## config.mk

```make
export PLATFORM = sky130hd
export DESIGN_NAME = match_flow_ctrl
export DESIGN_NICKNAME = d
export VERILOG_FILES = /design/src/rtl/match_flow_ctrl.sv
export SDC_FILE = /design/constraint.sdc
export NUM_CORES = 1
export LEC_CHECK = 0
export BUFFER_PORTS_ARGS = -buffer_cell sky130_fd_sc_hd__buf_4
export CAP_MARGIN = 0
export CORE_MARGIN = 2
export CORE_UTILIZATION = 45
export CTS_BUF_LIST = sky130_fd_sc_hd__clkbuf_4 sky130_fd_sc_hd__clkbuf_8 sky130_fd_sc_hd__clkbuf_16
export CTS_CLUSTER_SIZE = 10
export DETAILED_ROUTE_END_ITERATION = 12
export SETUP_SLACK_MARGIN = 0.4
export SYNTH_ARGS = -nofsm -noshare
export SYNTH_HDL_FRONTEND = slang
export SYNTH_SLANG_ARGS = --single-unit
```

## constraint.sdc

```tcl
create_clock -name clk -period 3.64 [get_ports clk]
set_clock_uncertainty 0.2 [all_clocks]
set_input_delay 0.182 -clock clk [delete_from_list [all_inputs] [get_ports clk]]
set_output_delay 0.182 -clock clk [all_outputs]
set_load 0.01 [all_outputs]
```

## src/rtl/match_flow_ctrl.sv

```systemverilog
// Game-flow controller for the penalty simulator: START/KEEPER/SHOOTER/WINNER/LOSER
// sequencing in SOLO and MULTI modes, with link sync, turn timeout and link-loss recovery.
//
// state   | meaning
// START   | menu; waiting for a click (SOLO) or a synced peer start (MULTI)
// KEEPER  | local player is goalkeeper
// SHOOTER | local player is shooter
// WINNER  | result screen, local win
// LOSER   | result screen, local loss
module match_flow_ctrl #(
    parameter int SYNC_CYCLES  = 1_000_000,
    parameter int TURN_TIMEOUT = 0,
    parameter int LINK_GRACE   = 1024,
    parameter int RESULT_HOLD  = 0,
    parameter int TURN_W       = 5
) (
    input  logic              clk,
    input  logic              rst,
    input  logic              left_clicked,
    input  logic              right_clicked,
    input  logic              solo_enable,
    input  logic              connect_ok,
    input  logic              enemy_shooter,
    input  logic              game_starts,
    input  logic              match_end,
    input  logic              match_result,
    input  logic              end_gk,
    input  logic              end_sh,
    input  logic              back_to_start,
    output logic [2:0]        game_state,
    output logic              game_mode,
    output logic [7:0]        tx_data,
    output logic              turn_timeout,
    output logic              link_lost,
    output logic [TURN_W-1:0] turn_cnt
);

    localparam int SYNC_W = $clog2(SYNC_CYCLES + 2);
    localparam int TMR_W  = $clog2(TURN_TIMEOUT + 2);
    localparam int LINK_W = $clog2(LINK_GRACE + 1);
    localparam int RES_W  = $clog2(RESULT_HOLD + 2);

    typedef enum logic [2:0] {
        ST_START   = 3'd0,
        ST_KEEPER  = 3'd1,
        ST_SHOOTER = 3'd2,
        ST_WINNER  = 3'd3,
        ST_LOSER   = 3'd4
    } state_t;

    state_t            state;
    logic [SYNC_W-1:0] sync_cnt;
    logic [TMR_W-1:0]  turn_tmr;
    logic [LINK_W-1:0] link_cnt;
    logic [RES_W-1:0]  res_tmr;

    logic       in_turn;
    logic       in_result;
    logic       turn_exp;
    logic       res_exp;
    logic       link_fire;
    logic       tmo_fire;
    logic       swap;
    logic [7:0] tx_next;

    assign game_state = state;

    always_comb begin
        in_turn   = (state == ST_KEEPER) || (state == ST_SHOOTER);
        in_result = (state == ST_WINNER) || (state == ST_LOSER);
        turn_exp  = 1'b0;
        res_exp   = 1'b0;
        if (TURN_TIMEOUT > 0 && in_turn && turn_tmr == TMR_W'(TURN_TIMEOUT - 1))
            turn_exp = 1'b1;
        if (RESULT_HOLD > 0 && in_result && res_tmr == RES_W'(RESULT_HOLD - 1))
            res_exp = 1'b1;
        link_fire = !game_mode && !connect_ok && (in_turn || in_result)
                    && (link_cnt == LINK_W'(LINK_GRACE - 1));
        // match_end and link loss both pre-empt an expiring turn, so no pulse then
        tmo_fire  = turn_exp && !match_end && !link_fire;
        swap      = ((state == ST_KEEPER) && end_gk) || ((state == ST_SHOOTER) && end_sh)
                    || turn_exp;
        if (left_clicked)       tx_next = 8'hC8;
        else if (right_clicked) tx_next = 8'h28;
        else if (game_starts)   tx_next = 8'h48;
        else if (tmo_fire)      tx_next = 8'h18;
        else                    tx_next = 8'h08;
    end

    always_ff @(posedge clk) begin
        if (rst) begin
            state        <= ST_START;
            game_mode    <= 1'b0;
            tx_data      <= 8'h00;
            turn_timeout <= 1'b0;
            link_lost    <= 1'b0;
            turn_cnt     <= '0;
            sync_cnt     <= '0;
            turn_tmr     <= '0;
            link_cnt     <= '0;
            res_tmr      <= '0;
        end else begin
            tx_data      <= tx_next;
            turn_timeout <= tmo_fire;
            case (state)
                ST_START: begin
                    game_mode <= solo_enable;
                    turn_tmr  <= '0;
                    link_cnt  <= '0;
                    res_tmr   <= '0;
                    if (!connect_ok)
                        sync_cnt <= '0;
                    else if (sync_cnt != SYNC_W'(SYNC_CYCLES))
                        sync_cnt <= sync_cnt + 1'b1;
                    if (game_mode) begin
                        if (left_clicked) begin
                            state     <= ST_KEEPER;
                            turn_cnt  <= '0;
                            link_lost <= 1'b0;
                            sync_cnt  <= '0;
                        end
                    end else if (sync_cnt == SYNC_W'(SYNC_CYCLES) && game_starts) begin
                        state     <= enemy_shooter ? ST_SHOOTER : ST_KEEPER;
                        turn_cnt  <= '0;
                        link_lost <= 1'b0;
                        sync_cnt  <= '0;
                    end
                end

                ST_KEEPER, ST_SHOOTER: begin
                    sync_cnt <= '0;
                    res_tmr  <= '0;
                    link_cnt <= (game_mode || connect_ok) ? '0 : link_cnt + 1'b1;
                    turn_tmr <= (TURN_TIMEOUT > 0) ? turn_tmr + 1'b1 : '0;
                    if (link_fire) begin
                        state     <= ST_START;
                        link_lost <= 1'b1;
                        link_cnt  <= '0;
                        turn_tmr  <= '0;
                    end else if (match_end) begin
                        state    <= match_result ? ST_WINNER : ST_LOSER;
                        turn_tmr <= '0;
                    end else if (game_mode) begin
                        // SOLO keeps the keeper role; expiry only restarts the turn
                        if (turn_exp)
                            turn_tmr <= '0;
                    end else if (swap) begin
                        state    <= (state == ST_KEEPER) ? ST_SHOOTER : ST_KEEPER;
                        turn_tmr <= '0;
                        if (turn_cnt != '1)
                            turn_cnt <= turn_cnt + 1'b1;
                    end
                end

                ST_WINNER, ST_LOSER: begin
                    sync_cnt <= '0;
                    turn_tmr <= '0;
                    link_cnt <= (game_mode || connect_ok) ? '0 : link_cnt + 1'b1;
                    res_tmr  <= (RESULT_HOLD > 0) ? res_tmr + 1'b1 : '0;
                    if (link_fire) begin
                        state     <= ST_START;
                        link_lost <= 1'b1;
                        link_cnt  <= '0;
                        res_tmr   <= '0;
                    end else if (right_clicked || res_exp || (!game_mode && back_to_start)) begin
                        state    <= ST_START;
                        link_cnt <= '0;
                        res_tmr  <= '0;
                    end
                end

                default: begin
                    state    <= ST_START;
                    turn_cnt <= '0;
                    sync_cnt <= '0;
                    turn_tmr <= '0;
                    link_cnt <= '0;
                    res_tmr  <= '0;
                end
            endcase
        end
    end

endmodule

```

==> summary.txt <==
Placed design
  – IO buf count: 26
  – Cell Area, Placed: 2510 µm²
  – HPWL reported at the end of detailed placement: 3480 µm
  – GPL Wtd Cong: 0.802

Clock network
  – CTS resizes: 0
  – CTS Root Cell: clkbuf_8
  – Skew-Pair Late Insertion Delay: 300 ps
  – CTS Sinks: 45
  – Htree depth: 2
  – CTS tree: built
  – TritonCTS buffer count: 5
  – Clock transition at path regs: 90 ps
  – Clock Path Buffers: 2
  – Post-CTS setup buffer count: 0

Worst setup path
  – Crit. End Element: register
  – Crit-path cells: inv_1 -> ha_1 -> nor4b_1 -> nand4_1 -> o21ai_2 -> o211ai_1 -> nand4bb_1 -> o22ai_1
  – Setup crit start kind: register
  – Crit path max fanout: 6
  – Slowest CP cell: dfxtp_1
  – Crit path required time: 3660 ps
  – Slowest stage delay, CP: 350 ps
  – Class of the most critical setup path: reg2reg
  – Worst EP arrival: 2380 ps

GRT
  – First-pass GRT wire length: 7880 µm
  – Initial antenna violation count: 0
  – Vias in the first global route: 1,737
  – GRT Total Usage: 18.2%
  – Congestion Overflow GR: 0
  – Pin count of the biggest net entering global routing: 21

Timing
  – Worst slew pin tran: 499 ps
  – Fin Hold WS: 52.8 ps
  – Slew Viols, Final: 0
  – Final TNS setup: 0 ps
  – Final hold viol count: 0
  – F_max: 0.424 GHz
  – Slew margin rel.: 66.6%
  – Final setup fails: 0
  – Tmin final: 2360 ps
  – Unrepaired setup endpoints after global routing: false
  – Tcrit/Tclk final: 64.8%

Routing
  – Via count: 1,939
  – Final wirelength: 4790 µm
  – DR vias/cell: 5.12
  – Number of remaining DRC errors: 0
  – DR pass1 iterations: 4
  – Post-route ant nets: 0
  – First-iteration detailed-routing DRC count: 94
  – DR WL/cell: 12.6 µm

Pwr
  – Leak pwr: 0.000991 µW
  – Sequential Power Share: 44.1%
  – Pwr Density: 474 nW/µm²
  – Sw power: 392 µW
  – Peak supply drop: 301 µV
  – Int Pwr: 882 µW
  – Power share of the clock group: 30.6%
  – Sw frac: 30.8%
  – Logic pwr share: 25.3%

Final layout
  – Diode count: 0
  – Fill cells: 506
  – Share of post-route cells with drive strength above 1: 12.9%
  – Post-layout util: 53.6%
  – Area delta synth->final: 16.5%
  – Design area: 2690 µm²
  – Final-stage net count: 326

Yosys
  – Count of cell types in the netlist: 47
  – Number of synthesized flops with an enable pin: 0
  – Synth Instances: 279
  – Synth Flop Type: dfxtp_1
  – Mean post-synth cell area: 8.27 µm²
  – Post-synthesis sequential area ratio: 39.1%
  – Synth Cell Area: 2310 µm²
  – Number of synthesized register bits: 45
  – Ys async rst share: 0%
  – Yosys warnings: 0

Floorplanning
  – Die ar.: 5710 µm²
  – Die Height: 75.6 µm
  – Chip width: 75.6 µm
  – I/O pin total: 32
  – # rows: 26
  – Initial Utilization: 46.0%
  – Core box area: 5010 µm²

Job
  – MaxCap Viol Count: 0

Outcome
  – Status: completed

Min path
  – Hold Path Class: in2reg
[layout by cell type, fill, tap and decap left out, types with 7 or more instances in the layout]
cell type and instances:
inv_1 10, dfxtp_1 45, nor2_1 47, and3_1 7, nand3_1 17, nor3_1 9, buf_4 26, nand4_1 8
xnor2_1 11, a21oi_1 13, xor2_1 16, nand2_1 18
[power groups by stage]
stage | registers (µW) | logic, µW | clock network, µW
finish | 562 | 323 | 390
global route | 569 | 364 | 429
CTS | 561 | 324 | 405
detailed placement | 573 | 314 | 0
global placement | 573 | 316 | 0
floorplan | 550 | 265 | 0
[final timing paths]
path                    start     endpoint  slack, ps  cells after the start
hold reg to reg   link_cnt[0]  link_cnt[0]        270                      1
setup / recovery  sync_cnt[0]  turn_cnt[0]       1280                      8
hold / removal     connect_ok  link_cnt[1]         50                      3
setup reg to reg  sync_cnt[0]  turn_cnt[0]       1280                      8
[routing by layer]
| layer | vias to the layer above | global-route usage (%) | wire, µm |
|---|---|---|---|
| li1 | 1008 | - | - |
| met2 | 33 | 30.0 | 2270 |
| met4 | 0 | 5.46 | 42 |
| met5 | - | 0 | 0 |
| met3 | 4 | 5.03 | 204 |
| met1 | 894 | 23.3 | 2280 |
[cells in the mapped netlist, drive strengths merged, types with 4 or more instances]
cell,number,area (µm²)
ha,5,62.6
nand3,17,85.1
a21oi,14,73.8
xor2,16,140
inv,10,37.5
nor2,47,176
nand2,18,67.6
nor4,4,25.0
buf,9,76.3
nor3,9,45.0
nor2b,4,25.0
nand4,8,50.1
xnor2,11,96.3
and4,4,35.0
clkbuf,5,20.0
o21ai,7,38.8
nand2b,4,25.0
dfxtp,45,901
and3,7,43.8
[flip-flops by register name, indices dropped and copies added, names as in the netlist]
register	count
game_state	3
sync_cnt	20
link_lost	1
tx_data	4
link_cnt	11
game_mode	1
turn_cnt	5
[critical path: cells and delay by family, from the launching register on]
| family | cells | cell delay [ps] |
|---|---|---|
| buffers and inverters | 1 | 100 |
| adders and majority gates | 1 | 170 |
| and+or+nand+nor | 3 | 740 |
| DFF | 1 | 350 |
| AOI/OAI and AO/OA | 3 | 730 |
[through the flow]
step                cells  total power [µW]  setup WS (ps)
global placement      365               889           1300
detailed placement    365               888           1330
finish                379              1270           1280
floorplan             283               815           1610
global route          379              1360           1080
CTS                   379              1290           1270
[cell families (layout without fill, tap and decap cells)]
kind of cell	after synthesis	after routing	share of synthesized area [%]
simple gates	135	135	29.4
flops	45	45	39.1
compound gates	40	40	11.7
xor+xnor	27	27	10.3
buf+inv	24	50	5.81
fa+ha+maj	5	5	2.71
mux	2	2	0.868
other cells	1	5	0.163
[final cells by class]
| type | count | area (µm²) | share of cell area [%] |
|---|---|---|---|
| clock buffer | 6 | 82.6 | 3.07 |
| tap | 70 | 87.6 | 3.26 |
| multi-input combinational | 214 | 1290 | 47.9 |
| sequential | 45 | 901 | 33.5 |
| inverter | 10 | 37.5 | 1.40 |
| clock inverter | 2 | 37.5 | 1.40 |
| timing repair buffer | 32 | 255 | 9.50 |
[repair_timing]
action / in CTS / in global routing
hold buffers: 6 / 0
setup endpoints to repair: 0 / 0
hold endpoints to repair: 7 / 0
Note: power is estimated with default switching activity, not from simulation.
